[src/rtl/syscon_arb_pkg.sv]
// Shared types and constants for the syscon Wishbone arbiter.
package syscon_arb_pkg;

    typedef enum logic [1:0] {
        IDLE = 2'd0,
        GNT0 = 2'd1,
        GNT1 = 2'd2
    } arb_state_e;

    localparam int unsigned TO_W = 10;

endpackage

[src/rtl/syscon_arb_timeout.sv]
// Watchdog counter: counts unacknowledged strobe cycles and pulses fire_o at Limit.
module syscon_arb_timeout
    import syscon_arb_pkg::*;
#(
    parameter int unsigned Limit = 255
) (
    input  logic clk_i,
    input  logic rst_ni,
    input  logic clear_i,
    input  logic count_i,
    output logic fire_o
);

    logic [TO_W-1:0] cnt_q;
    logic [TO_W-1:0] cnt_d;

    // A clear in the same cycle (slave ack) suppresses the pulse.
    assign fire_o = (cnt_q == TO_W'(Limit)) && !clear_i;

    always_comb begin
        cnt_d = cnt_q;
        if (clear_i || fire_o) begin
            cnt_d = '0;
        end else if (count_i) begin
            cnt_d = cnt_q + TO_W'(1);
        end
    end

    always_ff @(posedge clk_i or negedge rst_ni) begin
        if (!rst_ni) begin
            cnt_q <= '0;
        end else begin
            cnt_q <= cnt_d;
        end
    end

endmodule

[src/rtl/syscon_wb_arbiter.sv]
// Two-master round-robin Wishbone arbiter in front of the syscon slave port.
// Define SYSCON_ARB_TIMEOUT_EN to enable the unacknowledged-cycle watchdog.
module syscon_wb_arbiter
    import syscon_arb_pkg::*;
#(
    parameter int unsigned TIMEOUT_CYCLES = 255
) (
    input  logic        i_clk,
    input  logic        i_rst_n,
    input  logic [31:0] i_m0_adr,
    input  logic [31:0] i_m0_dat,
    input  logic [3:0]  i_m0_sel,
    input  logic        i_m0_we,
    input  logic        i_m0_cyc,
    input  logic        i_m0_stb,
    output logic [31:0] o_m0_rdt,
    output logic        o_m0_ack,
    output logic        o_m0_err,
    input  logic [31:0] i_m1_adr,
    input  logic [31:0] i_m1_dat,
    input  logic [3:0]  i_m1_sel,
    input  logic        i_m1_we,
    input  logic        i_m1_cyc,
    input  logic        i_m1_stb,
    output logic [31:0] o_m1_rdt,
    output logic        o_m1_ack,
    output logic        o_m1_err,
    output logic [31:0] o_s_adr,
    output logic [31:0] o_s_dat,
    output logic [3:0]  o_s_sel,
    output logic        o_s_we,
    output logic        o_s_cyc,
    output logic        o_s_stb,
    input  logic [31:0] i_s_rdt,
    input  logic        i_s_ack
);

    if (TIMEOUT_CYCLES < 1 || TIMEOUT_CYCLES > 1023) begin : gen_bad_timeout
        $error("TIMEOUT_CYCLES must be within 1..1023");
    end

    arb_state_e state_q;
    logic       last_q;
    logic       gnt0;
    logic       gnt1;

    // Ties go to the master that was not granted last; grant held until owner drops cyc.
    always_ff @(posedge i_clk or negedge i_rst_n) begin
        if (!i_rst_n) begin
            state_q <= IDLE;
            last_q  <= 1'b1;
        end else begin
            unique case (state_q)
                IDLE: begin
                    if (i_m0_cyc && (!i_m1_cyc || last_q)) begin
                        state_q <= GNT0;
                        last_q  <= 1'b0;
                    end else if (i_m1_cyc) begin
                        state_q <= GNT1;
                        last_q  <= 1'b1;
                    end
                end
                GNT0: if (!i_m0_cyc) state_q <= IDLE;
                GNT1: if (!i_m1_cyc) state_q <= IDLE;
                default: state_q <= IDLE;
            endcase
        end
    end

    assign gnt0 = (state_q == GNT0);
    assign gnt1 = (state_q == GNT1);

    always_comb begin
        o_s_adr = '0;
        o_s_dat = '0;
        o_s_sel = '0;
        o_s_we  = 1'b0;
        o_s_cyc = 1'b0;
        o_s_stb = 1'b0;
        if (gnt0) begin
            o_s_adr = i_m0_adr;
            o_s_dat = i_m0_dat;
            o_s_sel = i_m0_sel;
            o_s_we  = i_m0_we;
            o_s_cyc = i_m0_cyc;
            o_s_stb = i_m0_stb;
        end else if (gnt1) begin
            o_s_adr = i_m1_adr;
            o_s_dat = i_m1_dat;
            o_s_sel = i_m1_sel;
            o_s_we  = i_m1_we;
            o_s_cyc = i_m1_cyc;
            o_s_stb = i_m1_stb;
        end
    end

    always_comb begin
        o_m0_ack = gnt0 & i_s_ack;
        o_m1_ack = gnt1 & i_s_ack;
        o_m0_rdt = gnt0 ? i_s_rdt : '0;
        o_m1_rdt = gnt1 ? i_s_rdt : '0;
    end

`ifdef SYSCON_ARB_TIMEOUT_EN
    logic to_fire;

    // Holding the counter clear while idle guarantees a fresh count on every grant.
    syscon_arb_timeout #(
        .Limit (TIMEOUT_CYCLES)
    ) u_timeout (
        .clk_i   (i_clk),
        .rst_ni  (i_rst_n),
        .clear_i ((state_q == IDLE) || i_s_ack),
        .count_i (o_s_stb && !i_s_ack),
        .fire_o  (to_fire)
    );

    assign o_m0_err = gnt0 & to_fire;
    assign o_m1_err = gnt1 & to_fire;
`else
    assign o_m0_err = 1'b0;
    assign o_m1_err = 1'b0;
`endif

endmodule

[config.mk]
export PLATFORM = sky130hd
export DESIGN_NAME = syscon_wb_arbiter
export DESIGN_NICKNAME = d
export VERILOG_FILES = /design/src/rtl/syscon_arb_pkg.sv /design/src/rtl/syscon_arb_timeout.sv /design/src/rtl/syscon_wb_arbiter.sv
export SDC_FILE = /design/constraint.sdc
export NUM_CORES = 1
export LEC_CHECK = 0
export ABC_AREA = 1
export BUFFER_PORTS_ARGS = -buffer_cell sky130_fd_sc_hd__buf_4
export CAP_MARGIN = 20
export CORE_AREA = 5 5 119 121
export CTS_BUF_LIST = sky130_fd_sc_hd__clkbuf_8
export CTS_CLUSTER_SIZE = 10
export DETAILED_ROUTE_END_ITERATION = 8
export DIE_AREA = 0 0 124 126
export SETUP_SLACK_MARGIN = 0.02
export SLEW_MARGIN = 10
export SYNTH_ARGS = -nofsm -noshare
export SYNTH_HDL_FRONTEND = slang
export SYNTH_SLANG_ARGS = --single-unit
[constraint.sdc]
create_clock -name i_clk -period 1 [get_ports i_clk]
set_input_delay 0.1 -clock i_clk [delete_from_list [all_inputs] [get_ports i_clk]]
set_output_delay 0.1 -clock i_clk [all_outputs]
set_load 0.01 [all_outputs]
==> summary.txt <==
Floorplanning
  • Die width: 124 µm
  • Die area: 0.0156 mm²
  • Starting Density: 0.113
  • Row cnt: 42
  • Top Ports: 316
  • Core area: ~0.013 mm²
  • Die Ht: 126 µm

GRT
  • Pin count of the biggest net entering global routing: 26
  • Initial antenna violation count: 0
  • Vias in the first global route: 3,023
  • GRT Total Usage: 0.115
  • Total grt overflow: 0
  • Global-route wire length before repair: about 15,000 µm

Route
  • Remaining DRCs: 0
  • Average wire per standard cell: between 10 and 15 µm
  • ANT nets after route: 0
  • Final wirelength: 11,200 µm
  • Drt pass-1 iters: 4
  • Vias per inst: 3.71
  • Vias: 3,170
  • Drt initial violations: 60

Clock tree
  • Longest Clk Path Bufs: 2
  • Clk Latency, worst-skew pair: 0.21 ns
  • CTS tree: built
  • H-tree levels: 1
  • Clk pin slew, worst setup/hold paths: 0.03 ns
  • CTS buffer count: 3
  • CTS Sinks: 3
  • CTS root buf: clkbuf_8

STA
  • Setup violators final: about 140
  • Final hold vios: 0
  • Hold Worst Slack: 0.139 ns
  • Clock skew: 0.00155 ns
  • RSZ-0062 raised after global routing: true
  • Fin crit share: 1.50
  • Setup TNS: -63.59 ns
  • Max Fclk: 666 MHz
  • Final worst setup slack: -0.502 ns
  • Final worst path period need: 1.50 ns
  • Max Slew Vio Count: 0

Setup path
  • Worst Path Max Fanout: 16
  • Setup CP Type: flop to primary output
  • Slowest-stage cell, CP: dfrtp_1
  • Buffer and inverter count on the worst path: 5
  • Crit path DAT: 1.40 ns
  • CP cell instances: inv_2, nor2_4, buf_12, inv_4, buf_12, nor2_2, buf_4
  • Worst stage delay on the critical path: 0.40 ns
  • CP required: 0.90 ns
  • CP endpoint kind: primary output
  • Worst path top cell family by delay: buffers and inverters
  • Startpoint types: flop
  • Crit-path most repeated cell: buf_12

Finish
  • Post-route insts no fill: between 800 and 900
  • Share of layout cells above drive strength 1: 0.627
  • Final instance area: 0.00473 mm²
  • Layout Nets: 857
  • Syn-to-layout area delta: 224%
  • ANT cells: 0

Power and ir drop
  • Clk pwr share: 0.032
  • Sw Ratio: 0.483
  • Combinational share of power: 0.944
  • Sequential Power Share: 0.024
  • Int Power: 5.54 mW
  • VDD IR-drop max: approximately 0.94 mV
  • Pleak: 2.85 nW
  • Power per cell area: 2270 mW/mm²
  • Sw Pwr: 5.19 mW

Synthesis
  • Avg Cell Area, Syn: 4.07 µm²
  • Seq/Total Area, Yosys: 0.0522
  • Largest area contributor in the netlist: nand2_1
  • Synth top area share: 0.570
  • Largest cells by area after synthesis: nand2_1 57%, nor2_1 18%, inv_1 8.7%
  • Synthesized area: roughly 0.0015 mm²
  • Synth warn: 0
  • Post-synth cell types: 11
  • FF+latch count, synth: 3
  • Mapped Cells: about 360

Placement
  • Placed Cells: 837
  • Placed cell area: between 0.004 and 0.005 mm²
  • Gpl congestion: 0.779
  • DPL Wire Length: 8470 µm
  • Pre-CTS setup slack: -0.286 ns
  • I/O Buffers: roughly 310

Status
  • Status: finished with violations
  • Failing checks: setup timing

Run
  • Max-Cap Viols: 0

Min path
  • Worst Hold Class: input pin to flop
## state kept, by name (all words and copies together), names as in the netlist
register and cells:
state_q 2, last_q 1
## power by group through the flow
stage	Clock (mW)	Sequential [mW]	Combinational [mW]
floorplan	0	0.252	4.08
global placement	0	0.256	8.51
detailed placement	0	0.258	8.51
CTS	0.356	0.257	9.25
global route	0.364	0.263	11.0
finish	0.340	0.257	10.1
## worst min-delay path: stages
cell,delay [ns]
buf_4,0.10
nand2_1,0.05
nand2_1,0.05
nand2_1,0.05
## synth_stat cells
cell / instances
conb_1: 1
nor2_4: 2
buf_2: 20
nand2_1: 222
dfstp_2: 1
nor2_1: 69
dfrtp_1: 2
inv_2: 4
nand3_1: 2
buf_4: 2
inv_1: 34
## final timing paths
check / cells past startpoint / endpoint / start / slack, ns
max: 7 / o_m1_rdt[8] / state_q[1] / -0.50
max reg2reg: 6 / state_q[0] / state_q[0] / -0.15
max in group asynchronous: 2 / last_q / i_rst_n / 0.59
min: 4 / last_q / i_m0_cyc / 0.14
min reg2reg: 2 / last_q / last_q / 0.46
min in group asynchronous: 2 / state_q[0] / i_rst_n / 0.22
## stage by stage
step	power [mW]	utilization
finish	10.7	0.365
CTS	9.86	0.344
global placement	8.77	0.328
floorplan	4.33	-
detailed placement	8.77	0.328
global route	11.6	0.365
## cell type report
type                    instances  area, µm²
repair buffers                337       2830
inverters                      38        148
clock inverters                 1       3.75
multi-input cells             297       1410
flip-flops and latches          3       76.3
clock buffers                   3       41.3
well taps                     176        220
fillers                      1391       8250
## metal layers
layer / share of wire / vias up / wire (µm) / global-route usage
li1: - / 1662 / - / -
met1: 0.36 / 1323 / 4020 / 0.123
met2: 0.51 / 181 / 5750 / 0.222
met3: 0.12 / 4 / 1340 / 0.0291
met4: 0.0079 / 0 / 88 / 0.0206
met5: 0 / - / 0 / 0
## layout by cell type (no fill, tap or decap)
cell,n
nand3_1,2
buf_8,1
nor2_1,5
inv_2,2
buf_16,3
buf_4,303
nor2_4,13
nand2_4,5
buf_12,6
buf_6,18
nand2_2,11
conb_1,2
inv_4,2
nor2_2,53
nand2_1,206
inv_1,35
dlygate4sd3_1,1
clkbuf_8,3
dfrtp_1,2
dfstp_2,1
clkbuf_16,5
## timing repair
action                                  in CTS  in global routing
endpoints found under the hold margin        3                  0
endpoints found under the setup margin     139                139
hold buffers                                 1                  0
pin swaps                                    1                  8
gates cloned                                 2                  5
resized for setup                           17                 38
setup buffers                                5                  1
## logic make-up after synthesis
family,count (synthesis),share of synthesized area
buf+inv,60,0.176
other cells,1,0.00256
simple gates,295,0.769
flops,3,0.0522
Note: power is estimated with default switching activity, not from simulation.
